$ cat config.mk
export PLATFORM = sky130hd
export DESIGN_NAME = pcie_tx_arb
export DESIGN_NICKNAME = d
export VERILOG_FILES = /design/src/rtl/pcie_tx_pkg.sv /design/src/rtl/pcie_tx_cred_chk.sv /design/src/rtl/pcie_tx_arb.sv
export SDC_FILE = /design/constraint.sdc
export NUM_CORES = 1
export LEC_CHECK = 0
export CORE_MARGIN = 4
export CORE_UTILIZATION = 33
export DETAILED_ROUTE_END_ITERATION = 8
export GPL_TIMING_DRIVEN = 0
export PLACE_DENSITY = 0.83
export SLEW_MARGIN = 20
export SYNTH_ARGS = -nofsm -noshare
export SYNTH_HDL_FRONTEND = slang
export SYNTH_SLANG_ARGS = --single-unit
$ cat constraint.sdc
create_clock -name sys_clk_125 -period 1.69 [get_ports sys_clk_125]
set_input_delay 0.169 -clock sys_clk_125 [delete_from_list [all_inputs] [get_ports sys_clk_125]]
set_output_delay 0.169 -clock sys_clk_125 [all_outputs]
set_load 0.02 [all_outputs]
$ cat src/rtl/pcie_tx_pkg.sv
// Shared definitions for the PCIe VC0 TX arbiter: FSM encodings, TLP type
// codes, credit widths and infinite-credit bit positions, credit bundle.
package pcie_tx_pkg;

  localparam int unsigned ST_W        = 3;
  localparam int unsigned HCRED_W     = 9;
  localparam int unsigned DCRED_W     = 13;
  localparam int unsigned REQ_DCRED_W = 9;

  localparam logic [ST_W-1:0] S_IDLE  = 3'd0;
  localparam logic [ST_W-1:0] S_CHECK = 3'd1;
  localparam logic [ST_W-1:0] S_REQ   = 3'd2;
  localparam logic [ST_W-1:0] S_XFER  = 3'd3;
  localparam logic [ST_W-1:0] S_GAP   = 3'd4;

  localparam logic [1:0] TYPE_P    = 2'd0;
  localparam logic [1:0] TYPE_NP   = 2'd1;
  localparam logic [1:0] TYPE_CPL  = 2'd2;
  localparam logic [1:0] TYPE_RSVD = 2'd3;

  // A credit counter with its MSB set means unlimited credits.
  localparam int unsigned HCRED_INF_BIT = HCRED_W - 1;
  localparam int unsigned DCRED_INF_BIT = DCRED_W - 1;

  typedef struct packed {
    logic [HCRED_W-1:0] ph;
    logic [HCRED_W-1:0] nph;
    logic [HCRED_W-1:0] cplh;
    logic [DCRED_W-1:0] pd;
    logic [DCRED_W-1:0] npd;
    logic [DCRED_W-1:0] cpld;
  } cred_t;

endpackage

$ cat src/rtl/pcie_tx_cred_chk.sv
// Per-requester eligibility: selects the credit pair for the TLP type and
// checks header and data credits, honouring the infinite-credit encoding.
module pcie_tx_cred_chk
  import pcie_tx_pkg::*;
(
  input  logic                   req,
  input  logic [1:0]             req_type,
  input  logic [REQ_DCRED_W-1:0] req_dcred,
  input  cred_t                  cred,
  output logic                   elig_c
);

  logic [HCRED_W-1:0] hcred;
  logic [DCRED_W-1:0] dcred;
  logic               type_ok;
  logic               h_ok;
  logic               d_ok;

  // Credit selection by type and the two sufficiency compares.
  always_comb begin
    hcred   = '0;
    dcred   = '0;
    type_ok = 1'b1;
    case (req_type)
      TYPE_P:   begin hcred = cred.ph;   dcred = cred.pd;   end
      TYPE_NP:  begin hcred = cred.nph;  dcred = cred.npd;  end
      TYPE_CPL: begin hcred = cred.cplh; dcred = cred.cpld; end
      default:  type_ok = 1'b0;
    endcase
    h_ok   = hcred[HCRED_INF_BIT] | (hcred >= HCRED_W'(1));
    d_ok   = dcred[DCRED_INF_BIT] | (dcred >= DCRED_W'(req_dcred));
    elig_c = req & type_ok & h_ok & d_ok;
  end

endmodule

$ cat src/rtl/pcie_tx_arb.sv
// Two-requester round-robin arbiter in front of the PCIe core VC0 TX port.
// Optional REQ-phase timeout is built when PCIE_TX_ARB_TIMEOUT_EN is defined.
module pcie_tx_arb
  import pcie_tx_pkg::*;
#(
  parameter int unsigned TOUT_CYC = 4096
)
(
  input  logic                sys_clk_125,
  input  logic                rst_n,
  input  logic                dl_up,
  input  logic [1:0]          req,
  input  logic [3:0]          req_type,
  input  logic [17:0]         req_dcred,
  output logic [1:0]          gnt,
  input  logic [31:0]         usr_data,
  input  logic [1:0]          usr_st,
  input  logic [1:0]          usr_end,
  output logic                tx_req_vc0,
  output logic [15:0]         tx_data_vc0,
  output logic                tx_st_vc0,
  output logic                tx_end_vc0,
  input  logic                tx_rdy_vc0,
  input  logic [HCRED_W-1:0]  tx_ca_ph_vc0,
  input  logic [HCRED_W-1:0]  tx_ca_nph_vc0,
  input  logic [HCRED_W-1:0]  tx_ca_cplh_vc0,
  input  logic [DCRED_W-1:0]  tx_ca_pd_vc0,
  input  logic [DCRED_W-1:0]  tx_ca_npd_vc0,
  input  logic [DCRED_W-1:0]  tx_ca_cpld_vc0,
  output logic                arb_timeout
);

  localparam int unsigned CNT_W = $clog2(TOUT_CYC + 1);

  logic [ST_W-1:0]  state_q, state_d;
  logic             win_q, win_d;
  logic             ptr_q, ptr_d;
  logic [1:0]       gnt_q, gnt_d;
  logic             tx_req_q, tx_req_d;
  logic [CNT_W-1:0] cnt_q, cnt_d;
  logic             tout_d;
  logic [1:0]       elig_c;
  cred_t            cred;

  // Bundle the core's available credits for the checkers.
  always_comb begin
    cred = '{ph: tx_ca_ph_vc0, nph: tx_ca_nph_vc0, cplh: tx_ca_cplh_vc0,
             pd: tx_ca_pd_vc0, npd: tx_ca_npd_vc0, cpld: tx_ca_cpld_vc0};
  end

  for (genvar n = 0; n < 2; n++) begin : g_chk
    pcie_tx_cred_chk u_chk (
      .req       (req[n]),
      .req_type  (req_type[2*n +: 2]),
      .req_dcred (req_dcred[REQ_DCRED_W*n +: REQ_DCRED_W]),
      .cred      (cred),
      .elig_c    (elig_c[n])
    );
  end

  // Arbitration FSM next-state and registered-output logic.
  always_comb begin
    state_d  = state_q;
    win_d    = win_q;
    ptr_d    = ptr_q;
    gnt_d    = gnt_q;
    tx_req_d = tx_req_q;
    cnt_d    = '0;
    tout_d   = 1'b0;
    if (!dl_up) begin
      state_d  = S_IDLE;
      gnt_d    = '0;
      tx_req_d = 1'b0;
    end else begin
      case (state_q)
        S_IDLE: begin
          if (|elig_c) begin
            // Tie goes to the requester that was not granted last.
            win_d   = (&elig_c) ? ~ptr_q : elig_c[1];
            state_d = S_CHECK;
          end
        end
        S_CHECK: begin
          if (elig_c[win_q]) begin
            state_d  = S_REQ;
            tx_req_d = 1'b1;
          end else begin
            state_d  = S_IDLE;
          end
        end
        S_REQ: begin
          cnt_d = (cnt_q == CNT_W'(TOUT_CYC)) ? cnt_q : cnt_q + CNT_W'(1);
          if (tx_rdy_vc0) begin
            state_d  = S_XFER;
            tx_req_d = 1'b0;
            gnt_d    = win_q ? 2'b10 : 2'b01;
          end
`ifdef PCIE_TX_ARB_TIMEOUT_EN
          else if (cnt_q == CNT_W'(TOUT_CYC - 1)) begin
            state_d  = S_IDLE;
            tx_req_d = 1'b0;
            tout_d   = 1'b1;
            ptr_d    = win_q;
          end
`endif
        end
        S_XFER: begin
          if (usr_end[win_q]) begin
            state_d = S_GAP;
            gnt_d   = '0;
            ptr_d   = win_q;
          end
        end
        S_GAP:   state_d = S_IDLE;
        default: begin
          state_d  = S_IDLE;
          gnt_d    = '0;
          tx_req_d = 1'b0;
        end
      endcase
    end
  end

  // State and output registers.
  always_ff @(posedge sys_clk_125 or negedge rst_n) begin
    if (!rst_n) begin
      state_q  <= S_IDLE;
      win_q    <= 1'b0;
      ptr_q    <= 1'b1;
      gnt_q    <= '0;
      tx_req_q <= 1'b0;
      cnt_q    <= '0;
    end else begin
      state_q  <= state_d;
      win_q    <= win_d;
      ptr_q    <= ptr_d;
      gnt_q    <= gnt_d;
      tx_req_q <= tx_req_d;
      cnt_q    <= cnt_d;
    end
  end

`ifdef PCIE_TX_ARB_TIMEOUT_EN
  logic tout_q;

  // One-cycle timeout pulse register.
  always_ff @(posedge sys_clk_125 or negedge rst_n) begin
    if (!rst_n) tout_q <= 1'b0;
    else        tout_q <= tout_d;
  end

  assign arb_timeout = tout_q;
`else
  assign arb_timeout = 1'b0;
`endif

  assign gnt        = gnt_q;
  assign tx_req_vc0 = tx_req_q;

  // Zero-latency data path from the winner while transferring.
  always_comb begin
    tx_data_vc0 = '0;
    tx_st_vc0   = 1'b0;
    tx_end_vc0  = 1'b0;
    if (state_q == S_XFER) begin
      tx_data_vc0 = win_q ? usr_data[31:16] : usr_data[15:0];
      tx_st_vc0   = usr_st[win_q];
      tx_end_vc0  = usr_end[win_q];
    end
  end

endmodule

==> flow_summary.json <==
{
  "ant_nets": 0,
  "dieArea_um2": 6685,
  "min_period_ns": 1.933,
  "cts_buffers": 3,
  "ys_ff_latch": 8,
  "io_buffer_count": 150,
  "yosys-top-cells-count": "mux2i_1, nor2_1, nand2_1, o21ai_0, inv_1",
  "fin_ws_ns": -0.2428,
  "vias_per_cell": 5.271,
  "arrival_ns": 2.04,
  "hp-class": "input pin to asynchronous set/reset pin",
  "postSynthCellCount": 251,
  "antenna_found_initial": 0,
  "finalHoldViolCount": 0,
  "routed_wl_um": 7763,
  "power_frac_seq": 0.134,
  "async_reset_ff_frac": 1.000,
  "gp_congestion": 0.9092,
  "yosysMostFrequentCell": "mux2i_1",
  "rows": 26,
  "vdd_ir_drop_max_uv": 290.7,
  "fin_tns_setup_ns": -0.7190,
  "p_sw_frac": 0.3711,
  "hpwl_um": 6244,
  "ios": 152,
  "design_area_um2": 3749,
  "top_usage_layer": "met2",
  "p_switching_uw": 632.3,
  "drcViolationCount": 0,
  "pwr-share-comb": 0.721,
  "clkPwrFrac": 0.145,
  "cap_violations": 0,
  "core-area_um2": 5205,
  "failed_checks": "setup timing",
  "nNetsFinal": 573,
  "grt_usage": 0.2150,
  "p_leak_nw": 1.699,
  "diodes": 0,
  "worstSetupPathType": "input pin to flop",
  "root_buffer": "clkbuf_8",
  "run_status": "complete, but fails checks",
  "fin_crit_sh": 1.144,
  "die_x_um": 81.76,
  "htree_levels": 1,
  "syn_avg_cell_area_um2": 7.153,
  "placed_area_um2": 3472,
  "end_kind": "flop",
  "grt_max_degree": 11,
  "setup_viol": 4,
  "hold_slack_ns": 0.2162,
  "initial_core_util": 0.3450,
  "seq_area_frac_synth": 0.1122,
  "grt_util_met2": 0.4208,
  "internal_power_mw": 1.072,
  "dr.pass1.iters": 4,
  "cts_buffer_depth": 2,
  "clock_latency_ns": 0.23,
  "vias": 2604,
  "yosys-top-cells-area": "mux2i_1, ha_1, dfrtp_1, o21ai_0, nor2_1",
  "drive_gt1_frac": 0.2335,
  "yosysWarnings": 0,
  "max_freq_ghz": 0.5174,
  "synth_nets": 399,
  "areaGrowthSynthToFinish_pct": 108.8,
  "cts_sinks": 8,
  "use_met3": 0.03180,
  "crit_fanout": 8,
  "cts_tree": "yes",
  "synth_ff_type": "dfrtp_1",
  "grt_pass1_vias": 2534,
  "crit_path_start_kind": "input pin",
  "finalMaxSlewViolations": 0,
  "clk_pin_slew_worst_paths_ns": 0.05,
  "synth-edff-count": 0,
  "die_h_um": 81.76,
  "power_density_nw_per_um2": 454.5,
  "hold_buffers": 0,
  "grt_pass1_wl_um": 11320,
  "final_util": 0.7202,
  "wire_per_inst_um": 15.71,
  "drt_iter0_drc": 123,
  "syn_area_um2": 1795,
  "dp_slack_ns": -1.227,
  "overflow": 0,
  "ys_types": 43,
  "yosysTopAreaCellShare": 0.2063,
  "grt_setup_unrepaired": "yes",
  "cp_data_required_time_ns": 1.80,
  "yosysTopAreaCell": "mux2i_1",
  "fin_skew_ns": 0.004410,
  "grt_use_met1": 0.2396
}
[cells by family after synthesis]
logic type                 Yosys count  synth area share
AOI/OAI and AO/OA                   55            0.1958
muxes                               39            0.2188
DFF                                  8            0.1122
adders and majority gates           18            0.1254
buffers and inverters               33           0.09198
and+or+nand+nor                     97            0.2537
other                                1          0.002089
[power by group through the flow]
stage	registers [mW]	logic, mW	clock network, mW
2_1_floorplan	0.230	0.606	0
3_3_place_gp	0.226	1.04	0
3_5_place_dp	0.227	1.07	0
4_1_cts	0.227	1.15	0.249
5_1_grt	0.231	1.32	0.263
6_report	0.228	1.23	0.248
[timing repair]
action | CTS | global route
buffers inserted | 19 | 3
cloned | 0 | 0
pin swaps | 31 | 20
gates resized for setup | 122 | 37
endpoints found under the setup margin | 22 | 21
[layout make-up]
class                   count  area [um^2]
well taps                  70        87.58
inverters                  19        71.32
plain buffers              12        136.4
flip-flops and latches      8        202.7
fillers                   429         1456
clock buffers               4        45.04
repair buffers            171         1613
multi-input cells         210         1593
[placed cells by master, fill, tap and decap left out, types with 8 or more instances in the layout]
master,n
o21ai_0,8
buf_6,8
ha_1,18
dlygate4sd2_1,15
nor2_2,10
nor3_1,9
mux2i_1,34
clkdlybuf4s50_1,112
o21ai_1,15
nand2_1,26
buf_2,8
inv_1,19
nor2_1,18
a21oi_1,8
buf_4,20
clkbuf_2,8
[flip-flops by register name, summed over array words and instances, names as in the netlist]
| name | cells |
|---|---|
| ptr_q | 1 |
| gnt | 2 |
| win_q | 1 |
| tx_req_vc0 | 1 |
| state_q | 3 |
[path summary, 6_finish.rpt]
path / endpoint / cells past startpoint / slack [ns] / start
worst max-delay path: win_q / 11 / -0.24 / req_type[2]
worst min-delay path: gnt[0] / 1 / 0.22 / rst_n
worst max register to register: gnt[0] / 6 / 0.13 / win_q
worst min register to register: gnt[0] / 1 / 0.52 / gnt[0]
max in group asynchronous: ptr_q / 1 / 1.16 / rst_n
min in group sys_clk_125: state_q[1] / 5 / 0.46 / req_type[1]
[critical path, stage by stage]
cell     delay (ns)
buf_8          0.11
buf_12         0.14
buf_4          0.13
mux2i_1        0.15
o21ai_1        0.08
ha_1           0.32
a21o_1         0.22
a31oi_4        0.17
o211a_1        0.21
nor3_2         0.05
o32a_1         0.28
[routing by layer]
metal	share of wire	wire length (um)
met5	0	0
met4	0.032	247
met3	0.068	526
met2	0.55	4296
met1	0.35	2692
[per-stage QoR]
stage	power, mW	cells
finish	1.704	494
global route	1.815	494
CTS	1.622	492
detailed placement	1.302	471
global placement	1.271	471
floorplan	0.8361	251
No activity file was read; power rests on OpenSTA's default activity.
